==> src/rtl/tblock_dispatcher_if.sv <==
// Launch, allocation and completion signals between a dispatcher and its host/CU side.
// The dispatcher uses the slave modport; the host/CU side uses the master modport.
interface tblock_dispatcher_if #(
  parameter int NumCus        = 2,
  parameter int PcWidth       = 32,
  parameter int AddressWidth  = 32,
  parameter int TblockIdxBits = 4,
  parameter int TblockIdBits  = 4
);
  logic                           start_valid_i;
  logic                           start_ready_o;
  logic [PcWidth-1:0]             start_pc_i;
  logic [AddressWidth-1:0]        start_dp_addr_i;
  logic [TblockIdxBits:0]         start_num_tblocks_i;
  logic                           done_o;
  logic [NumCus-1:0]              cu_warp_free_i;
  logic [NumCus-1:0]              cu_allocate_warp_o;
  logic [PcWidth-1:0]             allocate_pc_o;
  logic [AddressWidth-1:0]        allocate_dp_addr_o;
  logic [TblockIdxBits-1:0]       allocate_tblock_idx_o;
  logic [TblockIdBits-1:0]        allocate_tblock_id_o;
  logic [NumCus-1:0]              cu_tblock_done_i;
  logic [NumCus*TblockIdBits-1:0] cu_tblock_done_id_i;
  logic [NumCus-1:0]              cu_tblock_done_ready_o;

  modport master (
    output start_valid_i, start_pc_i, start_dp_addr_i, start_num_tblocks_i,
           cu_warp_free_i, cu_tblock_done_i, cu_tblock_done_id_i,
    input  start_ready_o, done_o, cu_allocate_warp_o, allocate_pc_o,
           allocate_dp_addr_o, allocate_tblock_idx_o, allocate_tblock_id_o,
           cu_tblock_done_ready_o
  );

  modport slave (
    input  start_valid_i, start_pc_i, start_dp_addr_i, start_num_tblocks_i,
           cu_warp_free_i, cu_tblock_done_i, cu_tblock_done_id_i,
    output start_ready_o, done_o, cu_allocate_warp_o, allocate_pc_o,
           allocate_dp_addr_o, allocate_tblock_idx_o, allocate_tblock_id_o,
           cu_tblock_done_ready_o
  );
endinterface

==> src/rtl/tblock_dispatcher.sv <==
// Kernel-launch scheduler: hands thread blocks to free CUs with unique in-flight ids
// and pulses done_o once every block of the launch has reported completion.
//
// state    | meaning
// IDLE     | ready for a launch
// DISPATCH | allocating blocks to eligible CUs, collecting completions
// DRAIN    | all blocks allocated, waiting for the remaining completions
// DONE     | one-cycle launch-complete pulse
module tblock_dispatcher #(
  parameter int NumCus        = 2,
  parameter int PcWidth       = 32,
  parameter int AddressWidth  = 32,
  parameter int TblockIdxBits = 4,
  parameter int TblockIdBits  = 4
) (
  input logic            clk_i,
  input logic            rst_i,
  tblock_dispatcher_if.slave bus
);
  localparam int NumIds = 1 << TblockIdBits;
  localparam int CntW   = TblockIdxBits + 1;
  localparam int PtrW   = (NumCus > 1) ? $clog2(NumCus) : 1;

  typedef enum logic [1:0] {IDLE, DISPATCH, DRAIN, DONE} state_e;
  state_e state_q, state_d;

  logic [PcWidth-1:0]      pc_q;
  logic [AddressWidth-1:0] dp_q;
  logic [CntW-1:0]         num_q, disp_cnt_q, cmpl_cnt_q;
  logic [NumIds-1:0]       id_busy_q, id_busy_d;
  logic [NumCus-1:0]       cooldown_q, eligible;
  logic [PtrW-1:0]         alloc_rr_q, cmpl_rr_q;

  logic                    start_fire;
  logic                    free_found;
  logic [TblockIdBits-1:0] free_id;
  logic                    alloc_fire, cmpl_fire;
  logic [NumCus-1:0]       alloc_oh, cmpl_oh;
  int                      alloc_gnt, cmpl_gnt;
  logic [TblockIdBits-1:0] cmpl_id;

  assign start_fire = (state_q == IDLE) && bus.start_valid_i;

  always_comb begin
    free_found = 1'b0;
    free_id    = '0;
    for (int i = 0; i < NumIds; i++) begin
      if (!free_found && !id_busy_q[i]) begin
        free_found = 1'b1;
        free_id    = TblockIdBits'(i);
      end
    end
  end

  // Round-robin grant: first scan from the pointer upward, then wrap to the low CUs.
  always_comb begin
    alloc_oh   = '0;
    alloc_fire = 1'b0;
    alloc_gnt  = 0;
    eligible   = bus.cu_warp_free_i & ~cooldown_q;
    if (state_q == DISPATCH && free_found) begin
      for (int i = 0; i < NumCus; i++) begin
        if (!alloc_fire && i >= int'(alloc_rr_q) && eligible[i]) begin
          alloc_fire  = 1'b1;
          alloc_gnt   = i;
          alloc_oh[i] = 1'b1;
        end
      end
      for (int i = 0; i < NumCus; i++) begin
        if (!alloc_fire && eligible[i]) begin
          alloc_fire  = 1'b1;
          alloc_gnt   = i;
          alloc_oh[i] = 1'b1;
        end
      end
    end
  end

  always_comb begin
    cmpl_oh   = '0;
    cmpl_fire = 1'b0;
    cmpl_gnt  = 0;
    cmpl_id   = '0;
    if (state_q == DISPATCH || state_q == DRAIN) begin
      for (int i = 0; i < NumCus; i++) begin
        if (!cmpl_fire && i >= int'(cmpl_rr_q) && bus.cu_tblock_done_i[i]) begin
          cmpl_fire  = 1'b1;
          cmpl_gnt   = i;
          cmpl_oh[i] = 1'b1;
          cmpl_id    = bus.cu_tblock_done_id_i[i*TblockIdBits +: TblockIdBits];
        end
      end
      for (int i = 0; i < NumCus; i++) begin
        if (!cmpl_fire && bus.cu_tblock_done_i[i]) begin
          cmpl_fire  = 1'b1;
          cmpl_gnt   = i;
          cmpl_oh[i] = 1'b1;
          cmpl_id    = bus.cu_tblock_done_id_i[i*TblockIdBits +: TblockIdBits];
        end
      end
    end
  end

  // The allocated id is free and the completed id is busy, so the two updates never overlap.
  always_comb begin
    id_busy_d = id_busy_q;
    for (int i = 0; i < NumIds; i++) begin
      if (alloc_fire && free_id == TblockIdBits'(i)) id_busy_d[i] = 1'b1;
      if (cmpl_fire && cmpl_id == TblockIdBits'(i))  id_busy_d[i] = 1'b0;
    end
  end

  always_ff @(posedge clk_i) begin
    if (rst_i) state_q <= IDLE;
    else       state_q <= state_d;
  end

  always_comb begin
    state_d           = state_q;
    bus.start_ready_o = 1'b0;
    bus.done_o        = 1'b0;
    case (state_q)
      IDLE: begin
        bus.start_ready_o = 1'b1;
        if (bus.start_valid_i)
          state_d = (bus.start_num_tblocks_i == '0) ? DONE : DISPATCH;
      end
      DISPATCH: if (alloc_fire && disp_cnt_q == num_q - CntW'(1)) state_d = DRAIN;
      DRAIN:    if (cmpl_cnt_q == num_q) state_d = DONE;
      DONE: begin
        bus.done_o = 1'b1;
        state_d    = IDLE;
      end
      default:  state_d = IDLE;
    endcase
  end

  always_ff @(posedge clk_i) begin
    if (rst_i) begin
      pc_q       <= '0;
      dp_q       <= '0;
      num_q      <= '0;
      disp_cnt_q <= '0;
      cmpl_cnt_q <= '0;
      id_busy_q  <= '0;
      cooldown_q <= '0;
      alloc_rr_q <= '0;
      cmpl_rr_q  <= '0;
    end else begin
      cooldown_q <= alloc_oh;
      id_busy_q  <= start_fire ? '0 : id_busy_d;
      if (start_fire) begin
        pc_q       <= bus.start_pc_i;
        dp_q       <= bus.start_dp_addr_i;
        num_q      <= bus.start_num_tblocks_i;
        disp_cnt_q <= '0;
        cmpl_cnt_q <= '0;
      end
      if (alloc_fire) begin
        disp_cnt_q <= disp_cnt_q + CntW'(1);
        alloc_rr_q <= (alloc_gnt == NumCus - 1) ? '0 : PtrW'(alloc_gnt + 1);
      end
      if (cmpl_fire) begin
        cmpl_cnt_q <= cmpl_cnt_q + CntW'(1);
        cmpl_rr_q  <= (cmpl_gnt == NumCus - 1) ? '0 : PtrW'(cmpl_gnt + 1);
      end
    end
  end

  assign bus.cu_allocate_warp_o     = alloc_oh;
  assign bus.cu_tblock_done_ready_o = cmpl_oh;
  assign bus.allocate_pc_o          = pc_q;
  assign bus.allocate_dp_addr_o     = dp_q;
  assign bus.allocate_tblock_idx_o  = (state_q == DISPATCH) ? disp_cnt_q[TblockIdxBits-1:0] : '0;
  assign bus.allocate_tblock_id_o   = (state_q == DISPATCH) ? free_id : '0;

  a_alloc_onehot: assert property (@(posedge clk_i) disable iff (rst_i) $onehot0(alloc_oh));
  a_ready_onehot: assert property (@(posedge clk_i) disable iff (rst_i) $onehot0(cmpl_oh));
  a_done_id_busy: assert property (@(posedge clk_i) disable iff (rst_i) cmpl_fire |-> id_busy_q[cmpl_id]);
endmodule

==> src/flat_wrapper.sv <==
// flat-port wrapper written by rule: the top's interface ports become plain ports
module tblock_dispatcher_flat 
#(
  parameter int NumCus        = 2,
  parameter int PcWidth       = 32,
  parameter int AddressWidth  = 32,
  parameter int TblockIdxBits = 4,
  parameter int TblockIdBits  = 4
)
  (clk_i, rst_i, bus_start_valid_i, bus_start_pc_i, bus_start_dp_addr_i, bus_start_num_tblocks_i, bus_cu_warp_free_i, bus_cu_tblock_done_i, bus_cu_tblock_done_id_i, bus_start_ready_o, bus_done_o, bus_cu_allocate_warp_o, bus_allocate_pc_o, bus_allocate_dp_addr_o, bus_allocate_tblock_idx_o, bus_allocate_tblock_id_o, bus_cu_tblock_done_ready_o);
  tblock_dispatcher_if #(.NumCus(NumCus), .PcWidth(PcWidth), .AddressWidth(AddressWidth), .TblockIdxBits(TblockIdxBits), .TblockIdBits(TblockIdBits)) bus_i ();
  input logic clk_i;
  input logic rst_i;
  input wire logic [$bits(bus_i.start_valid_i)-1:0] bus_start_valid_i;
  input wire logic [$bits(bus_i.start_pc_i)-1:0] bus_start_pc_i;
  input wire logic [$bits(bus_i.start_dp_addr_i)-1:0] bus_start_dp_addr_i;
  input wire logic [$bits(bus_i.start_num_tblocks_i)-1:0] bus_start_num_tblocks_i;
  input wire logic [$bits(bus_i.cu_warp_free_i)-1:0] bus_cu_warp_free_i;
  input wire logic [$bits(bus_i.cu_tblock_done_i)-1:0] bus_cu_tblock_done_i;
  input wire logic [$bits(bus_i.cu_tblock_done_id_i)-1:0] bus_cu_tblock_done_id_i;
  output wire logic [$bits(bus_i.start_ready_o)-1:0] bus_start_ready_o;
  output wire logic [$bits(bus_i.done_o)-1:0] bus_done_o;
  output wire logic [$bits(bus_i.cu_allocate_warp_o)-1:0] bus_cu_allocate_warp_o;
  output wire logic [$bits(bus_i.allocate_pc_o)-1:0] bus_allocate_pc_o;
  output wire logic [$bits(bus_i.allocate_dp_addr_o)-1:0] bus_allocate_dp_addr_o;
  output wire logic [$bits(bus_i.allocate_tblock_idx_o)-1:0] bus_allocate_tblock_idx_o;
  output wire logic [$bits(bus_i.allocate_tblock_id_o)-1:0] bus_allocate_tblock_id_o;
  output wire logic [$bits(bus_i.cu_tblock_done_ready_o)-1:0] bus_cu_tblock_done_ready_o;
  assign bus_i.start_valid_i = bus_start_valid_i;
  assign bus_i.start_pc_i = bus_start_pc_i;
  assign bus_i.start_dp_addr_i = bus_start_dp_addr_i;
  assign bus_i.start_num_tblocks_i = bus_start_num_tblocks_i;
  assign bus_i.cu_warp_free_i = bus_cu_warp_free_i;
  assign bus_i.cu_tblock_done_i = bus_cu_tblock_done_i;
  assign bus_i.cu_tblock_done_id_i = bus_cu_tblock_done_id_i;
  assign bus_start_ready_o = bus_i.start_ready_o;
  assign bus_done_o = bus_i.done_o;
  assign bus_cu_allocate_warp_o = bus_i.cu_allocate_warp_o;
  assign bus_allocate_pc_o = bus_i.allocate_pc_o;
  assign bus_allocate_dp_addr_o = bus_i.allocate_dp_addr_o;
  assign bus_allocate_tblock_idx_o = bus_i.allocate_tblock_idx_o;
  assign bus_allocate_tblock_id_o = bus_i.allocate_tblock_id_o;
  assign bus_cu_tblock_done_ready_o = bus_i.cu_tblock_done_ready_o;
  tblock_dispatcher #(.NumCus(NumCus), .PcWidth(PcWidth), .AddressWidth(AddressWidth), .TblockIdxBits(TblockIdxBits), .TblockIdBits(TblockIdBits)) u_core (.clk_i(clk_i), .rst_i(rst_i), .bus(bus_i));
endmodule
==> config.mk <==
export PLATFORM = sky130hd
export DESIGN_NAME = tblock_dispatcher_flat
export DESIGN_NICKNAME = d
export VERILOG_FILES = /design/src/rtl/tblock_dispatcher_if.sv /design/src/rtl/tblock_dispatcher.sv /design/src/flat_wrapper.sv
export SDC_FILE = /design/constraint.sdc
export NUM_CORES = 1
export LEC_CHECK = 0
export CAP_MARGIN = 15
export CORE_MARGIN = 3
export CORE_UTILIZATION = 40
export DETAILED_ROUTE_END_ITERATION = 16
export GPL_TIMING_DRIVEN = 0
export PLACE_DENSITY = 0.76
export SLEW_MARGIN = 20
export SYNTH_ARGS = -nofsm -noshare
export SYNTH_HDL_FRONTEND = slang
export SYNTH_SLANG_ARGS = --single-unit
==> constraint.sdc <==
create_clock -name clk_i -period 2 [get_ports clk_i]
set_clock_uncertainty 0.1 [all_clocks]
set_input_delay 0.4 -clock clk_i [delete_from_list [all_inputs] [get_ports clk_i]]
set_output_delay 0.4 -clock clk_i [all_outputs]
set_load 0.1 [all_outputs]
# Yosys cells after proc, flatten, opt, wreduce, memory -nomap -nowiden
# Cells that the tools add are included.
# W data, S select, Z words.
word_totals:
  elab_cells: 273
  register_bits: 101
  input_bits: 84
  out_inout_bits: 78
op_classes:
  order_cmp: 2
  addsub: 5
  bitwise_logic: 2
  reduce_logical: 117
  eq_ne: 40
  mux: 82
ops:
  columns: ["cell", "count"]
  rows:
  - ["$mux W4", 21]
  - ["$eq A4 B4 Y1 const B", 16]
  - ["$logic_and A1 B1 Y1", 58]
  - ["$mux W1", 51]
  - ["$reduce_or A3 Y1", 16]
  - ["$logic_not A1 Y1", 35]
  - ["$eq A4 B3 Y1 const B", 8]
  - ["$eq A4 B2 Y1 const B", 4]
  - ["$mux W5", 3]
  - ["$mux W2", 6]
  - ["$add A5 B1 Y5 const B", 2]
  - ["$eq A5 B5 Y1", 2]
  - ["$eq A4 B1 Y1 const B", 2]
  - ["$logic_not A4 Y1", 2]
  - ["$pmux W2 S4", 1]
  - ["$ne A2 B2 Y1 const B", 3]
  - ["$logic_not A5 Y1", 1]
  - ["$sub A5 B1 Y5 const B", 1]
  - ["$eq A2 B2 Y1 const B", 2]
  - ["$reduce_bool A2 Y1", 2]
  - ["$reduce_and A3 Y1", 1]
  - ["$add A1 B1 Y1 const B", 2]
  - ["$and A2 B2 Y2", 1]
  - ["$eq A1 B1 Y1 const B", 2]
  - ["5 further kinds", 6]

# Logic depth before layout (Yosys ltp)
logic_depth:
  depth_word: 62
  mapped_depth: 8
  mapped_depth_nobuf: 8

# Least setup slack after synthesis
# OpenSTA, ideal clock, no wires.
synth_timing:
  kind: "flip-flop to output port"
  start: "register u_core.state_q[1]"
  end: "output bus_cu_allocate_warp_o[0]"
  n_path_buf: 1
  slack_ps: -1528
  t_arrival_ps: 3028
  path_stages_with_launch: 6
  required_time_ps: 1500
  path_cell_list: "dfxtp_1 -> inv_1 -> ha_1 -> buf_2 -> nand2_1 -> a211oi_1"
synth_via:
  elab_chain_cells: 3
synth_lines:
  columns: ["element", "line_no", "source"]
  rows:
  - ["start: declaration", "tblock_dispatcher.sv:25", "state_e state_q, state_d;"]
  - ["start signal: assignment", "tblock_dispatcher.sv:115", "else state_q <= state_d;"]
  - ["$eq A2 B1 Y1", "tblock_dispatcher.sv:61", "if (state_q == DISPATCH && free_found) begin"]
  - ["$logic_and A1 B1 Y1", "tblock_dispatcher.sv:61", null]
  - ["$mux W2", "tblock_dispatcher.sv:61", null]
  - ["end: declaration", "flat_wrapper.sv:23", "output wire logic [$bits(bus_i.cu_allocate_warp_o)-1:0] bus_cu_allocate_warp_o;"]
# Every way passes these cells.

# Worst setup path in the final report
layout_timing:
  start: "register u_core.id_busy_q[6]"
  end: "output bus_allocate_tblock_id_o[0]"
layout_via:
  elab_chain_cells: 31
  elab_cells_between_ends: 40
  cone_classes: "mux (20); reduce/logical (20)"
layout_lines:
  columns: ["element", "line_no", "source"]
  rows:
  - ["start: declaration", "tblock_dispatcher.sv:30", "logic [NumIds-1:0] id_busy_q, id_busy_d;"]
  - ["start signal: assignment", "tblock_dispatcher.sv:151", "id_busy_q <= start_fire ? '0 : id_busy_d;"]
  - ["$logic_not A1 Y1 (*)", "tblock_dispatcher.sv:48", "if (!free_found && !id_busy_q[i]) begin"]
  - ["$logic_and A1 B1 Y1 (*)", "tblock_dispatcher.sv:48", null]
  - ["$mux W1", "tblock_dispatcher.sv:48", null]
  - ["$logic_not A1 Y1", "tblock_dispatcher.sv:48", null]
  - ["$logic_and A1 B1 Y1", "tblock_dispatcher.sv:48", null]
  - ["$mux W1", "tblock_dispatcher.sv:48", null]
  - ["$logic_not A1 Y1", "tblock_dispatcher.sv:48", null]
  - ["$logic_and A1 B1 Y1", "tblock_dispatcher.sv:48", null]
  - ["[... 15 more ...]", null, null]
  - ["$mux W1", "tblock_dispatcher.sv:48", null]
  - ["$logic_not A1 Y1", "tblock_dispatcher.sv:48", null]
  - ["$logic_and A1 B1 Y1", "tblock_dispatcher.sv:48", null]
  - ["$mux W1", "tblock_dispatcher.sv:48", null]
  - ["$logic_not A1 Y1", "tblock_dispatcher.sv:48", null]
  - ["$logic_and A1 B1 Y1", "tblock_dispatcher.sv:48", null]
  - ["$mux W4 (*)", "tblock_dispatcher.sv:48", null]
  - ["$mux W4 (*)", "tblock_dispatcher.sv:175", "assign bus.allocate_tblock_id_o = (state_q == DISPATCH) ? free_id : '0;"]
  - ["end: declaration", "flat_wrapper.sv:27", "output wire logic [$bits(bus_i.allocate_tblock_id_o)-1:0] bus_allocate_tblock_id_o;"]
# Every way passes the cells marked *; elsewhere a longest branch is shown, timed or not.

==> summary.txt <==
Run status
  – Status: complete, but fails checks
  – Violated checks: negative setup slack

Critical path
  – CP dominant cell by count: nand4_1
  – Worst EP arrival: 1.79 ns
  – CP Class: flip-flop to primary output
  – Worst Path Required: 1.50 ns
  – Crit path max fanout: 2
  – Setup crit end kind: primary output
  – Cell Chain, Critical Path: nand4_1, nor3_2, nand4_1, a31oi_4, buf_12
  – WP buf/inv: 1
  – Slowest stage delay, CP: 0.36 ns
  – Setup slack, reg-to-reg: -0.02 ns
  – Slowest stage cell, crit path: dfxtp_2
  – Kind of start point of the critical path: flip-flop
  – CP top delay family: simple AND/OR/NAND/NOR gates

Placement
  – Post-DP HPWL: 9800 um
  – Quantity of I/O buffers inserted on ports: 159
  – Placed cells: about 860
  – Gpl congestion: between 0.8 and 0.9

STA
  – Setup TNS: -1.24 ns
  – Final Hold Fails: 0
  – Fin worst setup slack: -0.294 ns
  – Max-slew violations: 0
  – Worst Max-Slew Pin Slew: approximately 0.7 ns
  – RSZ-0062 raised after global routing: yes
  – Final period utilization: 115%
  – Min Clock Period, post-route: 2.29 ns
  – Slew headroom: 51.9%
  – FMAX: 436 MHz
  – Final setup viols: 8

Global routing
  – First-pass GRT wire length: 21200 um
  – Initial antenna violation count: 0
  – Largest net degree at the start of global routing: 18
  – GRT Resource Usage Total: between 20% and 30%
  – Gr ovfl total: 0
  – Vias in the first global route: 4593

Logic synthesis
  – Synth Register Bits: 101
  – Distinct cells, synth: 45
  – Syn_area_per_cell: 7.74 um^2
  – Syn nets: 654
  – Cell count after synthesis: 563
  – Cell Area, Synth: 4360 um^2
  – Post-synthesis sequential area ratio: 46.4%
  – Ys Warns: 0
  – Post-synth top flop: dfxtp_1
  – Post-synth EDFFs: 0
  – Ys async rst share: 0%

Pwr
  – Static Leak: 0.00252 uW
  – Worst vdd ir: between 0.7 and 0.8 mV
  – Pwr/cell area: 1190 nW/um^2

Layout
  – Syn-to-layout area delta: 60.8%
  – Fin nets: 852
  – Most frequent cells in the layout: nand2_1 (153), a21oi_1 (88), dfxtp_1 (81), clkdlybuf4s50_1 (80), clkdlybuf4s15_2 (64)
  – Most common cell after layout, fill and taps aside: nand2_1
  – ANT cells: 0
  – Post-Layout Cell Count: approximately 900
  – FILL cells: 824
  – Fraction of layout cells with a size suffix above 1: 24.6%

Drt
  – Detailed Route WL: 13900 um
  – Remaining DRCs: 0
  – First-pass DRT Iterations: 6
  – Vias: ~4.7k
  – ANT nets after route: 0
  – Number of vias per cell: ~5.2
  – Routed wire per std cell: 15.4 um
  – Initial DRC count: 334

Clock tree
  – Total CTS buffers: 9
  – CTS max path bufs: 2
  – Clock latency on the worst-skew pair: 0.36 ns
  – CTS Hold Buffers Added: 0
  – Root buf cell: clkbuf_8
  – Clock transition at the registers of the reported paths: about 0.10 ns
  – CTS tree: done
  – CTS H-Tree Depth: 3
  – Clock sinks: around 100

Floorplanning
  – Number of I/O pins: 162
  – Initial core utilization: between 40% and 50%
  – Chip height: 110 um
  – Die ar.: 12200 um^2
  – Total core area: 10500 um^2
  – Cell row count: 37
  – Die X-Extent: 110 um

Job
  – Max-cap viol count: 0

Min path
  – Hold WC Path Type: flip-flop to flip-flop
-- worst register-to-register path, delay by kind of cell (launching register included) --
| family | cells | cell delay, ns |
|---|---|---|
| AO/OA/AOI/OAI | 1 | 0.21 |
| AND/OR/NAND/NOR | 5 | 1.09 |
| buffers and inverters | 1 | 0.19 |
| flip-flops | 1 | 0.36 |
-- stage by stage --
| step | power (uW) | cell area [um^2] | setup slack [ns] | utilization, % | hold slack (ns) |
|---|---|---|---|---|---|
| floorplan | 5760 | 4430 | -0.149 | - | 0.358 |
| CTS | 8240 | 6820 | -0.243 | 65.2 | 0.361 |
| finish | 8320 | 7000 | -0.294 | 66.9 | 0.357 |
| global placement | 6730 | 6190 | -1.11 | 59.1 | 0.341 |
| global route | 8750 | 7000 | -0.362 | 66.9 | 0.376 |
| detailed placement | 6820 | 6190 | -1.14 | 59.1 | 0.346 |
-- worst paths after layout --
| path | from | endpoint | cells past startpoint |
|---|---|---|---|
| worst max-delay path | u_core.id_busy_q[6]$_SDFFE_PP0P_ | bus_allocate_tblock_id_o[0] | 5 |
| worst min-delay path | u_core.bus.allocate_pc_o[15]$_SDFFE_PP0P_ | u_core.bus.allocate_pc_o[15]$_SDFFE_PP0P_ | 2 |
| worst min register to register | u_core.bus.allocate_pc_o[15]$_SDFFE_PP0P_ | u_core.bus.allocate_pc_o[15]$_SDFFE_PP0P_ | 2 |
| worst max register to register | u_core.id_busy_q[6]$_SDFFE_PP0P_ | u_core.id_busy_q[13]$_SDFFE_PP0P_ | 7 |
-- cell type report --
type                            count  area (um^2)  area share [%]
Timing Repair Buffer              189         2030            28.9
Clock buffer                        9          124            1.77
Tap cell                          136          170            2.43
Sequential cell                   101         2050            29.3
Clock inverter                      6         72.6            1.04
Inverter                           15         56.3           0.804
Multi-Input combinational cell    418         2380            34.0
Buffer                             27          116            1.66
-- power breakdown --
part / internal (uW) / switching [uW] / total (uW)
Sequential: 2330 / 218 / 2540
Clock: 587 / 729 / 1320
Combinational: 1240 / 3220 / 4460
-- timing repair --
item                                    CTS  global route
pin swaps                                16            14
resized for setup                       336            49
setup buffers                            26             5
endpoints found under the setup margin   99            51
hold endpoints to repair                  0             0
-- synth_stat cells (all sizes together) (8+ instances only) --
master | count | area share (%)
clkbuf | 21 | 1.8
nor2b | 8 | 1.1
nand2b | 11 | 1.6
o221ai | 8 | 1.6
a21oi | 89 | 10
a31oi | 9 | 1.3
dfxtp | 101 | 46
nor2 | 31 | 2.7
nor3 | 9 | 1.1
nand3 | 14 | 1.6
inv | 15 | 1.3
o21ai | 15 | 1.8
nand2 | 156 | 13
buf | 8 | 0.78
-- cell families after synthesis --
family	share of synthesized area, %
compound gates	19.6
xor+xnor	2.01
fa+ha+maj	2.01
buf+inv	3.88
flops	46.4
simple gates	26.0
-- routing by layer --
metal | up-vias | GRT usage (%) | wire [um]
li1 | 2321 | - | -
met1 | 2143 | 24.1 | 5260
met2 | 163 | 39.3 | 7310
met3 | 32 | 7.28 | 967
met4 | 0 | 8.97 | 377
met5 | - | 0 | 0
-- flip-flops by register name (all words and copies together), names as in the netlist --
signal / cells
u_core.disp_cnt_q: 5
u_core.cmpl_rr_q: 1
u_core.id_busy_q: 16
u_core.cooldown_q: 2
u_core.bus.allocate_dp_addr_o: 32
u_core.cmpl_cnt_q: 5
u_core.num_q: 5
u_core.alloc_rr_q: 1
u_core.state_q: 2
u_core.bus.allocate_pc_o: 32
Note: power is estimated with default switching activity, not from simulation.
